===== config.mk =====
export PLATFORM = sky130hd
export DESIGN_NAME = ofdm_cp_strip_flat
export DESIGN_NICKNAME = d
export VERILOG_FILES = /design/src/rtl/ofdm_rx_pkg.sv /design/src/rtl/ofdm_cp_strip_if.sv /design/src/rtl/ofdm_cp_strip.sv /design/src/flat_wrapper.sv
export SDC_FILE = /design/constraint.sdc
export NUM_CORES = 1
export LEC_CHECK = 0
export BUFFER_PORTS_ARGS = -buffer_cell sky130_fd_sc_hd__buf_4
export CAP_MARGIN = 10
export CORE_AREA = 2 2 79 111
export CTS_CLUSTER_SIZE = 8
export DETAILED_ROUTE_END_ITERATION = 10
export DIE_AREA = 0 0 81 113
export GPL_ROUTABILITY_DRIVEN = 1
export HOLD_SLACK_MARGIN = 0.1
export PLACE_DENSITY = 0.6
export SKIP_LAST_GASP = 1
export SYNTH_ARGS = -nofsm -noshare
export SYNTH_HDL_FRONTEND = slang
export SYNTH_SLANG_ARGS = --single-unit

===== constraint.sdc =====
create_clock -name sys_clk -period 3.2 [get_ports sys_clk]
set_clock_uncertainty 0.15 [all_clocks]
set_input_delay 0.32 -clock sys_clk [delete_from_list [all_inputs] [get_ports sys_clk]]
set_output_delay 0.32 -clock sys_clk [all_outputs]
set_load 0.01 [all_outputs]

===== src/rtl/ofdm_rx_pkg.sv =====
// Shared OFDM receive-path parameters and types.
// Used by the cyclic-prefix strip stage and its bus interface.
package ofdm_rx_pkg;
  localparam int sample_bit_width_c  = 12;
  localparam int symbol_length_c     = 320;
  localparam int raw_symbol_length_c = 256;
  localparam int cp_len              = symbol_length_c - raw_symbol_length_c;
  localparam int off_w               = $clog2(cp_len);
  localparam int cnt_w               = 9;

  typedef enum logic [1:0] {IDLE, SKIP, DATA, TAIL} cp_state_t;

  // Keep the FFT window inside the prefix even if the offset field is wider than cp_len needs.
  function automatic logic [off_w-1:0] clamp_off(input logic [off_w-1:0] o);
    return (int'({1'b0, o}) >= cp_len) ? off_w'(cp_len - 1) : o;
  endfunction
endpackage


===== src/rtl/ofdm_cp_strip_if.sv =====
// Sample-stream bus of the CP strip stage: time-aligned input in, raw FFT samples out.
interface ofdm_cp_strip_if;
  import ofdm_rx_pkg::*;
  logic signed [sample_bit_width_c-1:0] in_i, in_q;
  logic                                 in_valid;
  logic                                 sym_start;
  logic [off_w-1:0]                     fine_offset;
  logic signed [sample_bit_width_c-1:0] out_i, out_q;
  logic                                 out_valid;
  logic                                 out_start;
  logic                                 out_last;
  logic                                 resync_err;

  modport master (output in_i, in_q, in_valid, sym_start, fine_offset,
                  input  out_i, out_q, out_valid, out_start, out_last, resync_err);
  modport slave  (input  in_i, in_q, in_valid, sym_start, fine_offset,
                  output out_i, out_q, out_valid, out_start, out_last, resync_err);
endinterface


===== src/rtl/ofdm_cp_strip.sv =====
// Cyclic-prefix removal: drops the prefix (less fine_offset), forwards 256 raw samples,
// drops the off_q-sample tail. Outputs are registered one cycle behind the input.
module ofdm_cp_strip
  import ofdm_rx_pkg::*;
(
  input  logic             sys_clk,
  input  logic             sys_rstn,
  input  logic             sys_init,
  ofdm_cp_strip_if.slave   bus
);
  cp_state_t        state_q, state_d;
  logic [cnt_w-1:0] cnt_q, cnt_d;
  logic [off_w-1:0] off_q, off_d, new_off;
  logic [cnt_w-1:0] skip_last, tail_last;
  logic             fwd, err;

  logic signed [sample_bit_width_c-1:0] oi_q, oq_q;
  logic             ov_q, os_q, ol_q, re_q;

  assign new_off   = clamp_off(bus.fine_offset);
  // Counter index of the final dropped sample in each discard phase.
  assign skip_last = cnt_w'(cp_len - 1) - cnt_w'(off_q);
  assign tail_last = cnt_w'(off_q) - cnt_w'(1);

  always_comb begin
    state_d = state_q;
    cnt_d   = cnt_q;
    off_d   = off_q;
    fwd     = 1'b0;
    err     = 1'b0;
    if (bus.in_valid) begin
      if (bus.sym_start) begin
        // A start sample is always SKIP sample 0, even when it aborts a symbol.
        err   = (state_q != IDLE);
        off_d = new_off;
        if (new_off == off_w'(cp_len - 1)) begin
          state_d = DATA;
          cnt_d   = '0;
        end else begin
          state_d = SKIP;
          cnt_d   = cnt_w'(1);
        end
      end else begin
        unique case (state_q)
          IDLE: ;
          SKIP: begin
            if (cnt_q == skip_last) begin
              state_d = DATA;
              cnt_d   = '0;
            end else cnt_d = cnt_q + 1'b1;
          end
          DATA: begin
            fwd = 1'b1;
            if (cnt_q == cnt_w'(raw_symbol_length_c - 1)) begin
              state_d = (off_q != '0) ? TAIL : IDLE;
              cnt_d   = '0;
            end else cnt_d = cnt_q + 1'b1;
          end
          TAIL: begin
            if (cnt_q == tail_last) begin
              state_d = IDLE;
              cnt_d   = '0;
            end else cnt_d = cnt_q + 1'b1;
          end
          default: state_d = IDLE;
        endcase
      end
    end
  end

  always_ff @(posedge sys_clk or negedge sys_rstn) begin
    if (!sys_rstn) begin
      state_q <= IDLE;
      cnt_q   <= '0;
      off_q   <= '0;
      oi_q    <= '0;
      oq_q    <= '0;
      ov_q    <= 1'b0;
      os_q    <= 1'b0;
      ol_q    <= 1'b0;
      re_q    <= 1'b0;
    end else if (sys_init) begin
      state_q <= IDLE;
      cnt_q   <= '0;
      off_q   <= '0;
      oi_q    <= '0;
      oq_q    <= '0;
      ov_q    <= 1'b0;
      os_q    <= 1'b0;
      ol_q    <= 1'b0;
      re_q    <= 1'b0;
    end else begin
      state_q <= state_d;
      cnt_q   <= cnt_d;
      off_q   <= off_d;
      ov_q    <= fwd;
      os_q    <= fwd && (cnt_q == '0);
      ol_q    <= fwd && (cnt_q == cnt_w'(raw_symbol_length_c - 1));
      re_q    <= err;
      if (fwd) begin
        oi_q <= bus.in_i;
        oq_q <= bus.in_q;
      end
    end
  end

  assign bus.out_i      = oi_q;
  assign bus.out_q      = oq_q;
  assign bus.out_valid  = ov_q;
  assign bus.out_start  = os_q;
  assign bus.out_last   = ol_q;
  assign bus.resync_err = re_q;
endmodule


===== src/flat_wrapper.sv =====
// flat-port wrapper written by rule: the top's interface ports become plain ports
module ofdm_cp_strip_flat import ofdm_rx_pkg::*;
  (sys_clk, sys_rstn, sys_init, bus_in_i, bus_in_q, bus_in_valid, bus_sym_start, bus_fine_offset, bus_out_i, bus_out_q, bus_out_valid, bus_out_start, bus_out_last, bus_resync_err);
  ofdm_cp_strip_if bus_i ();
  input  logic sys_clk;
  input  logic sys_rstn;
  input  logic sys_init;
  input wire logic [$bits(bus_i.in_i)-1:0] bus_in_i;
  input wire logic [$bits(bus_i.in_q)-1:0] bus_in_q;
  input wire logic [$bits(bus_i.in_valid)-1:0] bus_in_valid;
  input wire logic [$bits(bus_i.sym_start)-1:0] bus_sym_start;
  input wire logic [$bits(bus_i.fine_offset)-1:0] bus_fine_offset;
  output wire logic [$bits(bus_i.out_i)-1:0] bus_out_i;
  output wire logic [$bits(bus_i.out_q)-1:0] bus_out_q;
  output wire logic [$bits(bus_i.out_valid)-1:0] bus_out_valid;
  output wire logic [$bits(bus_i.out_start)-1:0] bus_out_start;
  output wire logic [$bits(bus_i.out_last)-1:0] bus_out_last;
  output wire logic [$bits(bus_i.resync_err)-1:0] bus_resync_err;
  assign bus_i.in_i = bus_in_i;
  assign bus_i.in_q = bus_in_q;
  assign bus_i.in_valid = bus_in_valid;
  assign bus_i.sym_start = bus_sym_start;
  assign bus_i.fine_offset = bus_fine_offset;
  assign bus_out_i = bus_i.out_i;
  assign bus_out_q = bus_i.out_q;
  assign bus_out_valid = bus_i.out_valid;
  assign bus_out_start = bus_i.out_start;
  assign bus_out_last = bus_i.out_last;
  assign bus_resync_err = bus_i.resync_err;
  ofdm_cp_strip u_core (.sys_clk(sys_clk), .sys_rstn(sys_rstn), .sys_init(sys_init), .bus(bus_i));
endmodule

==> metrics.md <==
| Metric | Value |
|---|---|
| Die height | `approximately 110 um` |
| Worst-case vdd ir drop | `just under 300 uV` |
| Synth area leader | `dfrtp_1` |
| WHS | `roughly 0.12 ns` |
| Status | `completed` |
| Max-slew violations | `0` |
| CP max stage delay | `just over 0.4 ns` |
| GR Overflow Total | `0` |
| Synth Net Count | `roughly 320` |
| Largest fanout on the critical path | `4` |
| Number of max-cap violations | `0` |
| HP Class | `input port to flip-flop` |
| Crit path kind | `flip-flop to flip-flop` |
| Yosys reg bits | `45` |
| Arrival time at the worst endpoint | `roughly 2.8 ns` |
| Clock Tree Buf Depth | `2` |
| # DRC | `0` |
| 1st-iter DRT viols | `approximately 110` |
| IO Pins | `63` |
| DR WL/cell | `14.6 um` |
| Core area | `between 8000 and 9000 sq um` |
| Max Fclk | `367 MHz` |
| Area growth, synth to finish | `28.7%` |
| Net count reported at finish | `between 300 and 400` |
| # setup viols final | `0` |
| Pre-CTS setup slack | `a little over 0.5 ns` |
| Fin area | `3180 sq um` |
| Crit path required time | `3.22 ns` |
| Count leader, synth | `nand2_1` |
| Top FF cell, synth | `dfrtp_1` |
| Initial antenna violation count | `0` |
| Number of global-route vias before repair | `2243` |
| RePlAce Congestion | `0.808` |
| Die Footprint | `roughly 9000 sq um` |
| Post-CTS Setup Repair Bufs | `0` |
| Final period util | `0.851` |
| Top-area cell type share of the netlist area | `0.456` |
| Cells after Synth | `281` |
| Syn Std Cell Area | `2470 sq um` |
| Global-route wire length before repair | `10.9 mm` |
| Synth unique cells | `46` |
| Worst Tran Pin Value | `~0.90 ns` |
| Clk Tree Root Cell | `clkbuf_16` |
| Synth area leaders | `dfrtp_1 (46%), nand2_1 (11%), a21oi_1 (6.5%)` |
| Syn Area/Cell | `8.79 sq um` |
| I/O Buffers | `a little over 60` |
| Row cnt | `39` |
| Crit-path slowest cell | `dfrtp_1` |
| Share of layout cells above drive strength 1 | `0.248` |
| Total Power | `roughly 1.3 mW` |
| Final core utilization | `0.392` |
| Asr flop ratio synth | `1.00` |
| Initial DRT Pass Iterations | `4` |
| Delay-heaviest family, CP | `simple AND/OR/NAND/NOR gates` |
| Vias per inst | `between 5 and 6` |
| Starting Density | `0.305` |
| Largest net degree at the start of global routing | `46` |
| Die width | `roughly 80 um` |
| Dpl cell area | `between 3000 and 4000 sq um` |
| Vias | `roughly 2.3k` |
| Critical Path Sink Type | `flip-flop` |
| Routed Antenna Nets | `0` |
| CTS tree | `built` |
| Post-Route WL | `~6.4 mm` |
| Leak pwr | `approximately 1.5 nW` |
| Seq/Total Area, Yosys | `0.456` |
| Slew headroom | `0.399` |
| Post-synth EDFFs | `0` |
| Final Worst Setup Slack | `roughly 0.48 ns` |
| Hpwl dp | `4.61 mm` |
| # diodes | `0` |
| CTS Buf Count | `5` |
| Min Tclk post-route | `between 2 and 3 ns` |
| Final hold viol count | `0` |
| RSZ-0062 raised after global routing | `false` |
| Worst setup SP type | `flip-flop` |
| Total Routing Usage GR | `0.152` |
| Buffers and inverters on the worst path | `1` |
| Synth Warn # | `0` |
| Htree depth | `2` |
| Insertion delay to the later sink of the worst-skew pair | `slightly below 0.3 ns` |
| Final Non-Filler Cells | `441` |
| Worst-path clk slew | `0.06 ns` |
| Clock Sinks | `between 40 and 50` |
| Number of fill cells in the layout | `just under 900` |
| Pwr dens | `~420 nW/um^2` |
| Top post-synthesis cells by count | `nand2_1 (70), dfrtp_1 (45), a21oi_1 (32), clkbuf_1 (16)` |
| Worst path cell trace | `inv_1 -> ha_1 -> or3b_1 -> or3_1 -> mux2i_1 -> nand4_2 -> and3_4 -> a32o_1` |
| Final TNS setup | `0 ns` |
| DP Cell Count | `roughly 430` |
## cell families (layout without fill, tap and decap cells)
logic type | count (synthesis) | after routing | synth area share
buffers and inverters | 29 | 87 | 0.0441
and+or+nand+nor | 126 | 126 | 0.244
DFF | 45 | 45 | 0.456
xor gates and xnor gates | 12 | 12 | 0.0481
AOI/OAI and AO/OA | 63 | 63 | 0.178
muxes | 1 | 1 | 0.00405
adders and majority gates | 5 | 5 | 0.0253
## final timing paths
check | start | endpoint | slack (ns) | depth (start not counted)
min in group asynchronous | sys_rstn | u_core.bus.out_start$_DFF_PN0_ | 0.43 | 2
setup / recovery | u_core.off_q[0]$_DFFE_PN0P_ | u_core.cnt_q[1]$_DFFE_PN0P_ | 0.48 | 8
hold / removal | bus_in_i[0] | u_core.bus.out_i[0]$_DFFE_PN0P_ | 0.12 | 3
setup reg to reg | u_core.off_q[0]$_DFFE_PN0P_ | u_core.cnt_q[1]$_DFFE_PN0P_ | 0.48 | 8
hold reg to reg | u_core.bus.out_q[2]$_DFFE_PN0P_ | u_core.bus.out_q[2]$_DFFE_PN0P_ | 0.37 | 2
max in group asynchronous | sys_rstn | u_core.off_q[1]$_DFFE_PN0P_ | 2.08 | 2
## worst min-delay path, cell delays in order
cell and delay (ns):
buf_4 0.11, nand2_1 0.04, a21oi_1 0.05
## final cells by class
| type | instances | area [sq um] | area share |
|---|---|---|---|
| inverter | 12 | 45.0 | 0.0142 |
| clock inverter | 2 | 10.0 | 0.00315 |
| tap | 102 | 128 | 0.0402 |
| clock buffer | 6 | 129 | 0.0406 |
| timing repair buffer | 67 | 505 | 0.159 |
| multi-input combinational | 207 | 1230 | 0.388 |
| sequential | 45 | 1130 | 0.354 |
## where the power goes
part / internal (mW) / total [mW] / switching (mW)
Clock: 0.287 / 0.505 / 0.218
Sequential: 0.587 / 0.614 / 0.0275
Combinational: 0.0988 / 0.218 / 0.120
## metal layers
layer  up-vias  GRT usage  routed length, um
met2        76      0.260               3360
met4         0     0.0644                141
met1      1072      0.177               2540
li1       1098          -                  -
met5         -          0                  0
met3        11     0.0407                388
## cells in the final DEF, fill, tap and decap left out, drive strengths merged, types with 2 or more instances in the layout
| cell | count |
|---|---|
| nand2 | 70 |
| buf | 66 |
| dfrtp | 45 |
| a21oi | 32 |
| inv | 12 |
| nand3 | 12 |
| nor2 | 12 |
| and3 | 9 |
| xor2 | 6 |
| nand4 | 6 |
| clkbuf | 6 |
| xnor2 | 5 |
| o31ai | 5 |
| ha | 5 |
| nor3 | 4 |
| o21ai | 4 |
| o211ai | 3 |
| or3 | 3 |
| or4 | 3 |
| nand3b | 2 |
| a32o | 2 |
| o311ai | 2 |
| o2111ai | 2 |
| nor2b | 2 |
| a211oi | 2 |
| clkinv | 2 |
| a2111oi | 2 |
## sequential cells by signal (all words and copies together) (netlist names)
name,flops
u_core.bus.out_i,12
u_core.bus.out_last,1
u_core.bus.out_q,12
u_core.bus.out_start,1
u_core.bus.out_valid,1
u_core.bus.resync_err,1
u_core.cnt_q,9
u_core.off_q,6
u_core.state_q,2
## what timing repair did
action / in CTS / in global routing
hold buffers: 1 / 0
endpoints found under the hold margin: 45 / 0
gates resized for setup: 0 / 0
No activity file was read; power rests on OpenSTA's default activity.
